## src/rtl/cpu_ctrl_pkg.sv

```systemverilog
// Shared control definitions for the Mini SRC datapath: opcodes, bus/enable
// bit positions, ALU select codes and the sequencer step encoding.
package cpu_ctrl_pkg;

    localparam logic [4:0] OP_LD   = 5'b00000;
    localparam logic [4:0] OP_LDI  = 5'b00001;
    localparam logic [4:0] OP_ST   = 5'b00010;
    localparam logic [4:0] OP_ADD  = 5'b00011;
    localparam logic [4:0] OP_SUB  = 5'b00100;
    localparam logic [4:0] OP_AND  = 5'b00101;
    localparam logic [4:0] OP_OR   = 5'b00110;
    localparam logic [4:0] OP_ADDI = 5'b01100;
    localparam logic [4:0] OP_BR   = 5'b10011;
    localparam logic [4:0] OP_JR   = 5'b10100;
    localparam logic [4:0] OP_JAL  = 5'b10101;
    localparam logic [4:0] OP_NOP  = 5'b11010;
    localparam logic [4:0] OP_HALT = 5'b11011;

    // Same bit position in both the bus-source one-hot and the load enables
    localparam int IDX_Z   = 19;
    localparam int IDX_PC  = 20;
    localparam int IDX_IR  = 21;
    localparam int IDX_MDR = 22;
    localparam int IDX_MAR = 23;
    localparam int IDX_Y   = 24;
    localparam int IDX_C   = 25;

    localparam logic [5:0] ALU_ADD = 6'd0;
    localparam logic [5:0] ALU_SUB = 6'd1;
    localparam logic [5:0] ALU_AND = 6'd2;
    localparam logic [5:0] ALU_OR  = 6'd3;

    typedef enum logic [3:0] {
        ST_T0         = 4'd0,
        ST_T1         = 4'd1,
        ST_T2         = 4'd2,
        ST_T3         = 4'd3,
        ST_T4         = 4'd4,
        ST_T5         = 4'd5,
        ST_T6         = 4'd6,
        ST_T7         = 4'd7,
        ST_RESET_IDLE = 4'd8,
        ST_HALT       = 4'd9
    } step_t;

    function automatic logic [5:0] alu_code(input logic [4:0] op);
        case (op)
            OP_SUB:  return ALU_SUB;
            OP_AND:  return ALU_AND;
            OP_OR:   return ALU_OR;
            default: return ALU_ADD;
        endcase
    endfunction

endpackage

```

## src/rtl/ctrl_decode.sv

```systemverilog
// Combinational map from (step, latched opcode, con_ff) to the datapath
// control vector; instr_done marks the final step of each instruction.
module ctrl_decode
    import cpu_ctrl_pkg::*;
#(
    parameter int W = 32
) (
    input  step_t          step,
    input  logic [4:0]     opcode,
    input  logic           con_ff,
    output logic [W-1:0]   enc_input,
    output logic [W-1:0]   reg_enable,
    output logic [5:0]     alu_sel,
    output logic           read,
    output logic           write,
    output logic           inc_pc,
    output logic           gra,
    output logic           grb,
    output logic           grc,
    output logic           rin,
    output logic           rout,
    output logic           ba_out,
    output logic           con_in,
    output logic           instr_done,
    output logic           halted
);

    // Step/opcode decode; unreachable combinations end the instruction so
    // the sequencer always falls back to fetch.
    always_comb begin
        enc_input  = '0;
        reg_enable = '0;
        alu_sel    = ALU_ADD;
        read       = 1'b0;
        write      = 1'b0;
        inc_pc     = 1'b0;
        gra        = 1'b0;
        grb        = 1'b0;
        grc        = 1'b0;
        rin        = 1'b0;
        rout       = 1'b0;
        ba_out     = 1'b0;
        con_in     = 1'b0;
        instr_done = 1'b0;
        halted     = 1'b0;
        case (step)
            ST_T0: begin
                enc_input[IDX_PC]   = 1'b1;
                reg_enable[IDX_MAR] = 1'b1;
                inc_pc              = 1'b1;
            end
            ST_T1: begin
                read                = 1'b1;
                reg_enable[IDX_MDR] = 1'b1;
            end
            ST_T2: begin
                enc_input[IDX_MDR] = 1'b1;
                reg_enable[IDX_IR] = 1'b1;
            end
            ST_T3: begin
                case (opcode)
                    OP_ADD, OP_SUB, OP_AND, OP_OR, OP_ADDI: begin
                        grb               = 1'b1;
                        rout              = 1'b1;
                        reg_enable[IDX_Y] = 1'b1;
                    end
                    OP_LDI, OP_LD, OP_ST: begin
                        grb               = 1'b1;
                        ba_out            = 1'b1;
                        reg_enable[IDX_Y] = 1'b1;
                    end
                    OP_BR: begin
                        gra    = 1'b1;
                        rout   = 1'b1;
                        con_in = 1'b1;
                    end
                    OP_JR: begin
                        gra                = 1'b1;
                        rout               = 1'b1;
                        reg_enable[IDX_PC] = 1'b1;
                        instr_done         = 1'b1;
                    end
                    OP_JAL: begin
                        enc_input[IDX_PC] = 1'b1;
                        grb               = 1'b1;
                        rin               = 1'b1;
                    end
                    default: instr_done = 1'b1;
                endcase
            end
            ST_T4: begin
                case (opcode)
                    OP_ADD, OP_SUB, OP_AND, OP_OR: begin
                        grc               = 1'b1;
                        rout              = 1'b1;
                        alu_sel           = alu_code(opcode);
                        reg_enable[IDX_Z] = 1'b1;
                    end
                    OP_ADDI, OP_LDI, OP_LD, OP_ST: begin
                        enc_input[IDX_C]  = 1'b1;
                        alu_sel           = ALU_ADD;
                        reg_enable[IDX_Z] = 1'b1;
                    end
                    OP_BR: begin
                        enc_input[IDX_PC] = 1'b1;
                        reg_enable[IDX_Y] = 1'b1;
                    end
                    OP_JAL: begin
                        gra                = 1'b1;
                        rout               = 1'b1;
                        reg_enable[IDX_PC] = 1'b1;
                        instr_done         = 1'b1;
                    end
                    default: instr_done = 1'b1;
                endcase
            end
            ST_T5: begin
                case (opcode)
                    OP_ADD, OP_SUB, OP_AND, OP_OR, OP_ADDI, OP_LDI: begin
                        enc_input[IDX_Z] = 1'b1;
                        gra              = 1'b1;
                        rin              = 1'b1;
                        instr_done       = 1'b1;
                    end
                    OP_LD, OP_ST: begin
                        enc_input[IDX_Z]    = 1'b1;
                        reg_enable[IDX_MAR] = 1'b1;
                    end
                    OP_BR: begin
                        enc_input[IDX_C]  = 1'b1;
                        alu_sel           = ALU_ADD;
                        reg_enable[IDX_Z] = 1'b1;
                    end
                    default: instr_done = 1'b1;
                endcase
            end
            ST_T6: begin
                case (opcode)
                    OP_LD: begin
                        read                = 1'b1;
                        reg_enable[IDX_MDR] = 1'b1;
                    end
                    OP_ST: begin
                        gra                 = 1'b1;
                        rout                = 1'b1;
                        reg_enable[IDX_MDR] = 1'b1;
                    end
                    OP_BR: begin
                        // Branch taken only when the CON FF latched true at T3
                        if (con_ff) begin
                            enc_input[IDX_Z]   = 1'b1;
                            reg_enable[IDX_PC] = 1'b1;
                        end else begin
                            enc_input  = '0;
                            reg_enable = '0;
                        end
                        instr_done = 1'b1;
                    end
                    default: instr_done = 1'b1;
                endcase
            end
            ST_T7: begin
                case (opcode)
                    OP_LD: begin
                        enc_input[IDX_MDR] = 1'b1;
                        gra                = 1'b1;
                        rin                = 1'b1;
                    end
                    OP_ST: write = 1'b1;
                    default: ;
                endcase
                instr_done = 1'b1;
            end
            ST_HALT: halted = 1'b1;
            default: ;
        endcase
    end

endmodule

```

## src/rtl/control_sequencer.sv

```systemverilog
// Hardwired Mini SRC control unit: holds the step and opcode registers and
// the HALT/reset sequencing; the control vector comes from ctrl_decode.
module control_sequencer
    import cpu_ctrl_pkg::*;
#(
    parameter int W = 32
) (
    input  logic         clock,
    input  logic         clr,
    input  logic [31:0]  ir,
    input  logic         con_ff,
    output logic [W-1:0] enc_input,
    output logic [W-1:0] reg_enable,
    output logic [5:0]   ALU_Sel,
    output logic         read,
    output logic         write,
    output logic         incPC,
    output logic         Gra,
    output logic         Grb,
    output logic         Grc,
    output logic         Rin,
    output logic         Rout,
    output logic         BAout,
    output logic         conIn,
    output logic         instr_done,
    output logic         halted
);

    step_t      step_r;
    logic [4:0] opcode_r;
    logic       armed_r;
    logic       done_s;
    logic       unused_ir_s;

    assign unused_ir_s = ^ir[26:0];
    assign instr_done  = done_s;

    // Step sequencing; RESET_IDLE waits one extra cycle after clr releases
    always_ff @(posedge clock) begin
        if (!clr) begin
            step_r   <= ST_RESET_IDLE;
            opcode_r <= OP_NOP;
            armed_r  <= 1'b0;
        end else begin
            case (step_r)
                ST_RESET_IDLE: begin
                    if (armed_r) begin
                        step_r <= ST_T0;
                    end else begin
                        armed_r <= 1'b1;
                    end
                end
                ST_HALT: step_r <= ST_HALT;
                ST_T2: begin
                    opcode_r <= ir[31:27];
                    step_r   <= (ir[31:27] == OP_HALT) ? ST_HALT : ST_T3;
                end
                ST_T7: step_r <= ST_T0;
                default: step_r <= done_s ? ST_T0 : step_t'(step_r + 4'd1);
            endcase
        end
    end

    ctrl_decode #(.W(W)) u_decode (
        .step       (step_r),
        .opcode     (opcode_r),
        .con_ff     (con_ff),
        .enc_input  (enc_input),
        .reg_enable (reg_enable),
        .alu_sel    (ALU_Sel),
        .read       (read),
        .write      (write),
        .inc_pc     (incPC),
        .gra        (Gra),
        .grb        (Grb),
        .grc        (Grc),
        .rin        (Rin),
        .rout       (Rout),
        .ba_out     (BAout),
        .con_in     (conIn),
        .instr_done (done_s),
        .halted     (halted)
    );

endmodule

```

## config.mk

```make
export PLATFORM = sky130hd
export DESIGN_NAME = control_sequencer
export DESIGN_NICKNAME = d
export VERILOG_FILES = /design/src/rtl/cpu_ctrl_pkg.sv /design/src/rtl/ctrl_decode.sv /design/src/rtl/control_sequencer.sv
export SDC_FILE = /design/constraint.sdc
export NUM_CORES = 1
export LEC_CHECK = 0
export ABC_AREA = 0
export CAP_MARGIN = 20
export CORE_MARGIN = 3
export CORE_UTILIZATION = 38
export CTS_BUF_LIST = sky130_fd_sc_hd__clkbuf_4 sky130_fd_sc_hd__clkbuf_8
export DETAILED_ROUTE_END_ITERATION = 16
export PLACE_DENSITY = 0.86
export REMOVE_ABC_BUFFERS = 1
export SYNTH_ARGS = -nofsm -noshare
export SYNTH_HDL_FRONTEND = slang
export SYNTH_SLANG_ARGS = --single-unit
```

## constraint.sdc

```tcl
create_clock -name clock -period 3.15 [get_ports clock]
set_input_delay 0.4725 -clock clock [delete_from_list [all_inputs] [get_ports clock]]
set_output_delay 0.4725 -clock clock [all_outputs]
set_load 0.01 [all_outputs]
```

* Word-level counts from Yosys, hierarchy flattened
Cells that the tools add are included.
W data, S select, Z words.
** Operators by class
- Equality and inequality tests :: 21
- Add/subtract/negate cells :: 1
- Reductions and logical operators :: 15
- Muxes and demuxes :: 56
** Operators by type and width (number)
- $mux W19 :: 2
- $mux W1 :: 28
- $mux W21 :: 1
- $eq A5 B5 Y1 const B :: 4
- $mux W20 :: 1
- $mux W6 :: 3
- $pmux W1 S3 :: 6
- $reduce_or A9 Y1 :: 2
- $eq A4 B3 Y1 const B :: 4
- $pmux W4 S4 :: 1
- $eq A5 B3 Y1 const B :: 3
- $mux W4 :: 3
- $pmux W1 S2 :: 6
- $eq A5 B2 Y1 const B :: 2
- $pmux W1 S5 :: 2
- $reduce_or A10 Y1 :: 1
- $eq A4 B2 Y1 const B :: 2
- $eq A4 B4 Y1 const B :: 2
- $reduce_or A4 Y1 :: 2
- $reduce_or A8 Y1 :: 1
- $reduce_or A7 Y1 :: 1
- $pmux W2 S3 :: 1
- $reduce_or A3 Y1 :: 2
- $reduce_or A6 Y1 :: 1
- 11 further kinds :: 12
** Storage, ports and cells
- Bits of input ports :: 35
- Bits in registers :: 10
- Output and inout port bits :: 82

* Longest topological paths before layout
Gate-level depths: netlist (run 1).
- Depth in word-level cells :: 6
- Depth in mapped cells :: 8

* Modules after synthesis
A second synthesis (run 1) with hierarchy kept.
** Second synthesis, totals
- Cells, all modules :: 221
- Area, all modules :: 1590.3 um2
** By module, submodules not included
- ctrl_decode :: seq. area each 0.0 um2, cells an instance 162, times used 1, area each 1054.8 um2
- control_sequencer :: seq. area each 200.2 um2, cells an instance 59, times used 1, area each 535.5 um2

* Worst setup path before layout (run 1)
Ideal clock, no wire load.
- Path kind :: flip-flop to output port
- From :: register step_r[0]
- To :: output reg_enable[20]
- Path slack :: 1.135 ns
- Stages on the path, launching flop included :: 7
- Path buffers :: 1
- Arrival time :: 1.543 ns
- Path through :: dfxtp_1 > ha_1 > or3b_1 > clkbuf_2 > nor2_1 > a21oi_1 > o21ai_0
** On the way
- Word-level cells in the longest chain between the ends :: 2
- Elaborated cells between the ends (all ways) :: 4
** Ends and longest elaborated chain
- start: declaration :: line control_sequencer.sv:29 : step_t step_r;
- start signal: assignment :: line control_sequencer.sv:56 : step_r <= (ir[31:27] == OP_HALT) ? ST_HALT : ST_T3;
- start signal: assignment :: line control_sequencer.sv:59 : default: step_r <= done_s ? ST_T0 : step_t'(step_r + 4'd1);
- $eq A4 B3 Y1 / $eq A4 B2 Y1 (equally long branches) :: line ctrl_decode.sv:46 : case (step)
- $pmux W1 S3 (*) :: line ctrl_decode.sv:46
- end: declaration :: line control_sequencer.sv:13 : output logic [W-1:0] reg_enable,
Mark *: on every way between the ends. The rest lies on a longest branch, timed or not.

* Worst setup path in the final report (run 1)
- From :: register opcode_r[2]
- To :: output reg_enable[19]
** On the way
- Word-level cells in the longest chain between the ends :: 4
- Elaborated cells between the ends (all ways) :: 13
** Ends and longest elaborated chain
- start: declaration :: line control_sequencer.sv:30 : logic [4:0] opcode_r;
- start signal: assignment :: line control_sequencer.sv:55 : opcode_r <= ir[31:27];
- $eq A5 B2 Y1, or another cell as far along :: line ctrl_decode.sv:92 : case (opcode)
- $reduce_or A8 Y1 (no source line)
- $mux W1 :: line ctrl_decode.sv:92
- $pmux W1 S3 (*) :: line ctrl_decode.sv:46
Marks and branches as above.

==> results.toml, run 1 <==
[clocking]
cts_sinks = 10
ctsHoldBuffers = 0
cts_buffer_depth = 2
htree_num_levels = 1
post_cts_resized = 0
cts_tree = "done"
path_clk_slew_ns = 0.05
root_buffer = "clkbuf_8"
cts_setup_buffers = 0
cts_buffers = 3
clk_latency_ns = 0.23

[timing]
hold_viol = 0
worstMarginPinSlew_ns = 0.640
rsz0062_at_grt = "false"
finalSetupTns_ns = 0
max_clock_freq_mhz = 347
relSlewSlack_pct = 57.3
whs_ns = 0.494
fin_crit_sh_pct = 91.5
setup_violations = 0
slew_violations = 0
clock_skew_ns = 0.00282
period_minus_slack_ns = 2.88

[grt]
antenna_found_initial = 0
grt_max_degree = 18
first_global_vias = 1142
track_usage_pct = 12.4
grt_pass1_wl_mm = 5.11
grt-ovfl-total = 0

[synth]
syn_inst = 215
syn_area_per_cell_um2 = 7.11
synth_enable_flop_cells = 0
ys_ff_latch = 10
syn-cell-area_um2 = 1530
netlist-cell-type-count = 48
synthFlopType = "dfxtp_1"
ys_seq_area_share_pct = 13.1
synth-async-reset-ratio_pct = 0
yosysWarnings = 0

[setup_path]
start_kind = "register"
critPathArrivalTime_ns = 2.41
reg2reg_to = "step_r[3]"
path_delay_family = "flip-flops"
endpoint_kind = "output pin"
critPathMaxStageDelay_ns = 0.62
crit_chain = "nor2b_1 -> a21oi_1 -> a2bb2oi_1 -> o32ai_1 -> or2_2 -> clkdlybuf4s50_1"
cp_slowest_cell = "dfxtp_1"
r2r_setup_slack_ns = 1.24
required_ns = 2.68
crit_fanout = 14
critPathKind = "register to output pin"
r2r_cells = 5
critPathBufInv = 1
regToRegStartpoint = "opcode_r[0]"

[floorplan]
die-area_um2 = 4820
die_w_um = 69.4
row_count = 22
die_height_um = 69.4
start_util_pct = 40.5
ios = 117
coreArea_um2 = 3770

[hold_path]
hold_depth = 2
hold-path-endpoint = "armed_r"
hold_class = "register to register"
worstHoldStart = "armed_r"

[job]
cap_violations = 0

[placed_design]
routabilityCongestion = 0.847
io_buffer_count = 31
dpl.cell_count = 286
dpl.hpwl_mm = 2.66

[power_and_ir_drop]
peakVddDrop_v = 0.000244
power_w = 0.000726
p_leak_nw = 0.724
power.density_nw_per_um2 = 425

[final_layout]
antenna_cells = 0
nets = 282
stdcell_count = 290
area_delta_synth_final_pct = 11.8
drive_gt1_share_pct = 7.02

[detailed_routing]
dr.pass1.iters = 4
dr_total_vias = 1342
routedWlPerCell_um = 11.4
avgViaCountPerCell = 4.63
drc_errors = 0
ant_nets = 0
first_iter_violations = 46
drt-total-wl_mm = 3.30

[run_status]
status = "completed"
-- Yosys cell counts (2+ instances only) --
cell type | count | share of area [%]
nand2_1 | 23 | 5.6
clkbuf_2 | 2 | 0.65
xnor2_1 | 2 | 1.1
nor3_1 | 6 | 2.0
nand4_1 | 4 | 1.6
clkbuf_1 | 2 | 0.49
nor2_1 | 8 | 2.0
a21boi_0 | 3 | 1.5
o21ai_0 | 11 | 3.6
inv_1 | 6 | 1.5
a31oi_1 | 3 | 1.2
nand3b_1 | 2 | 0.98
dfxtp_1 | 10 | 13
and2_1 | 2 | 0.82
buf_2 | 5 | 1.6
buf_4 | 59 | 29
xor2_1 | 2 | 1.1
a21oi_1 | 9 | 2.9
nor2b_1 | 8 | 3.3
and4bb_2 | 2 | 1.6
ha_1 | 4 | 3.3
o211ai_1 | 3 | 1.5
or2_2 | 2 | 0.82
nand3_1 | 10 | 3.3
o21bai_1 | 3 | 1.5
mux2i_1 | 2 | 1.3
-- layout by cell type (no fill, tap or decap), drive strengths merged, types with 6 or more instances in the layout --
cell type and n:
clkdlybuf4s50 31, nand3 11, nor2b 8, nand2 23, nor3 6, nor2 8, o21ai 12, inv 6
dfxtp 10, a21oi 10, conb 58
-- how the worst max path moves through the flow --
stage / slack (ns) / to / start / cells past startpoint
final: 0.27 / reg_enable[19] / opcode_r[2] / 6
after global routing: 0.09 / reg_enable[19] / opcode_r[2] / 6
after CTS: 0.26 / reg_enable[19] / opcode_r[2] / 6
after detailed placement: 0.53 / reg_enable[19] / opcode_r[2] / 6
after global placement: 0.54 / reg_enable[19] / opcode_r[2] / 6
after floorplan: 1.04 / reg_enable[19] / opcode_r[2] / 5
-- tightest hold or removal path: stages, from the launching register on --
cell and delay (ns):
dfxtp_1 0.32, a21oi_1 0.05, nor2b_1 0.09
-- cells by family (layout without fill, tap and decap cells) --
family / after synthesis / count (layout) / synth area share (%)
buf+inv: 76 / 46 / 33.7
simple gates: 73 / 73 / 26.2
compound gates: 44 / 44 / 19.2
flops: 10 / 10 / 13.1
fa+ha+maj: 5 / 5 / 3.93
xor+xnor: 4 / 4 / 2.29
mux: 2 / 2 / 1.31
other cells: 1 / 58 / 0.245
-- final cells by class --
class / instances / area, µm²
clock buffers: 4 / 55.1
repair buffers: 35 / 340
inverters: 7 / 26.3
flip-flops and latches: 10 / 200
multi-input cells: 186 / 1030
well taps: 48 / 60.1
fillers: 387 / 2060
-- stage by stage --
stage / util (%) / area, µm² / worst slack (ns)
2_1_floorplan: - / 1250 / 1.04
5_1_grt: 45.3 / 1710 / 0.0943
3_5_place_dp: 43.9 / 1650 / 0.529
6_report: 45.3 / 1710 / 0.267
4_1_cts: 45.3 / 1710 / 0.261
3_3_place_gp: 43.9 / 1650 / 0.542
-- power breakdown --
group	total [W]	switching (W)	internal [W]
clock network	0.000158	0.0000480	0.000110
registers	0.000208	0.0000544	0.000153
logic	0.000360	0.000204	0.000157
-- per-layer routing --
| layer | wire length (µm) | GRT usage, % |
|---|---|---|
| met3 | 271 | 1.74 |
| met4 | 24 | 3.25 |
| met5 | 0 | 0 |
| met1 | 1360 | 15.6 |
| met2 | 1640 | 21.9 |
-- registers in the layout, summed over array words and instances (netlist names) --
name and flops:
armed_r 1, opcode_r 5, step_r 4
Power figures use the tool's default switching activity.
==> run 2: changes to the inputs <==
--- a/config.mk
+++ b/config.mk
@@ -6,10 +6,10 @@
 export NUM_CORES = 1
 export LEC_CHECK = 0
 export ABC_AREA = 0
-export CAP_MARGIN = 20
 export CORE_MARGIN = 3
 export CORE_UTILIZATION = 38
 export CTS_BUF_LIST = sky130_fd_sc_hd__clkbuf_4 sky130_fd_sc_hd__clkbuf_8
+export CTS_CLUSTER_SIZE = 25
 export DETAILED_ROUTE_END_ITERATION = 16
 export PLACE_DENSITY = 0.86
 export REMOVE_ABC_BUFFERS = 1
==> results of run 2 <==
The final DEF is identical to that of run 1; final timing and power are the same.
==> run 3: changes to the inputs <==
--- a/config.mk
+++ b/config.mk
@@ -6,6 +6,7 @@
 export NUM_CORES = 1
 export LEC_CHECK = 0
 export ABC_AREA = 0
+export CAP_MARGIN = 40
 export CORE_MARGIN = 3
 export CORE_UTILIZATION = 38
 export CTS_BUF_LIST = sky130_fd_sc_hd__clkbuf_4 sky130_fd_sc_hd__clkbuf_8
==> results of run 3 <==
The final DEF is identical to that of run 1; final timing and power are the same.
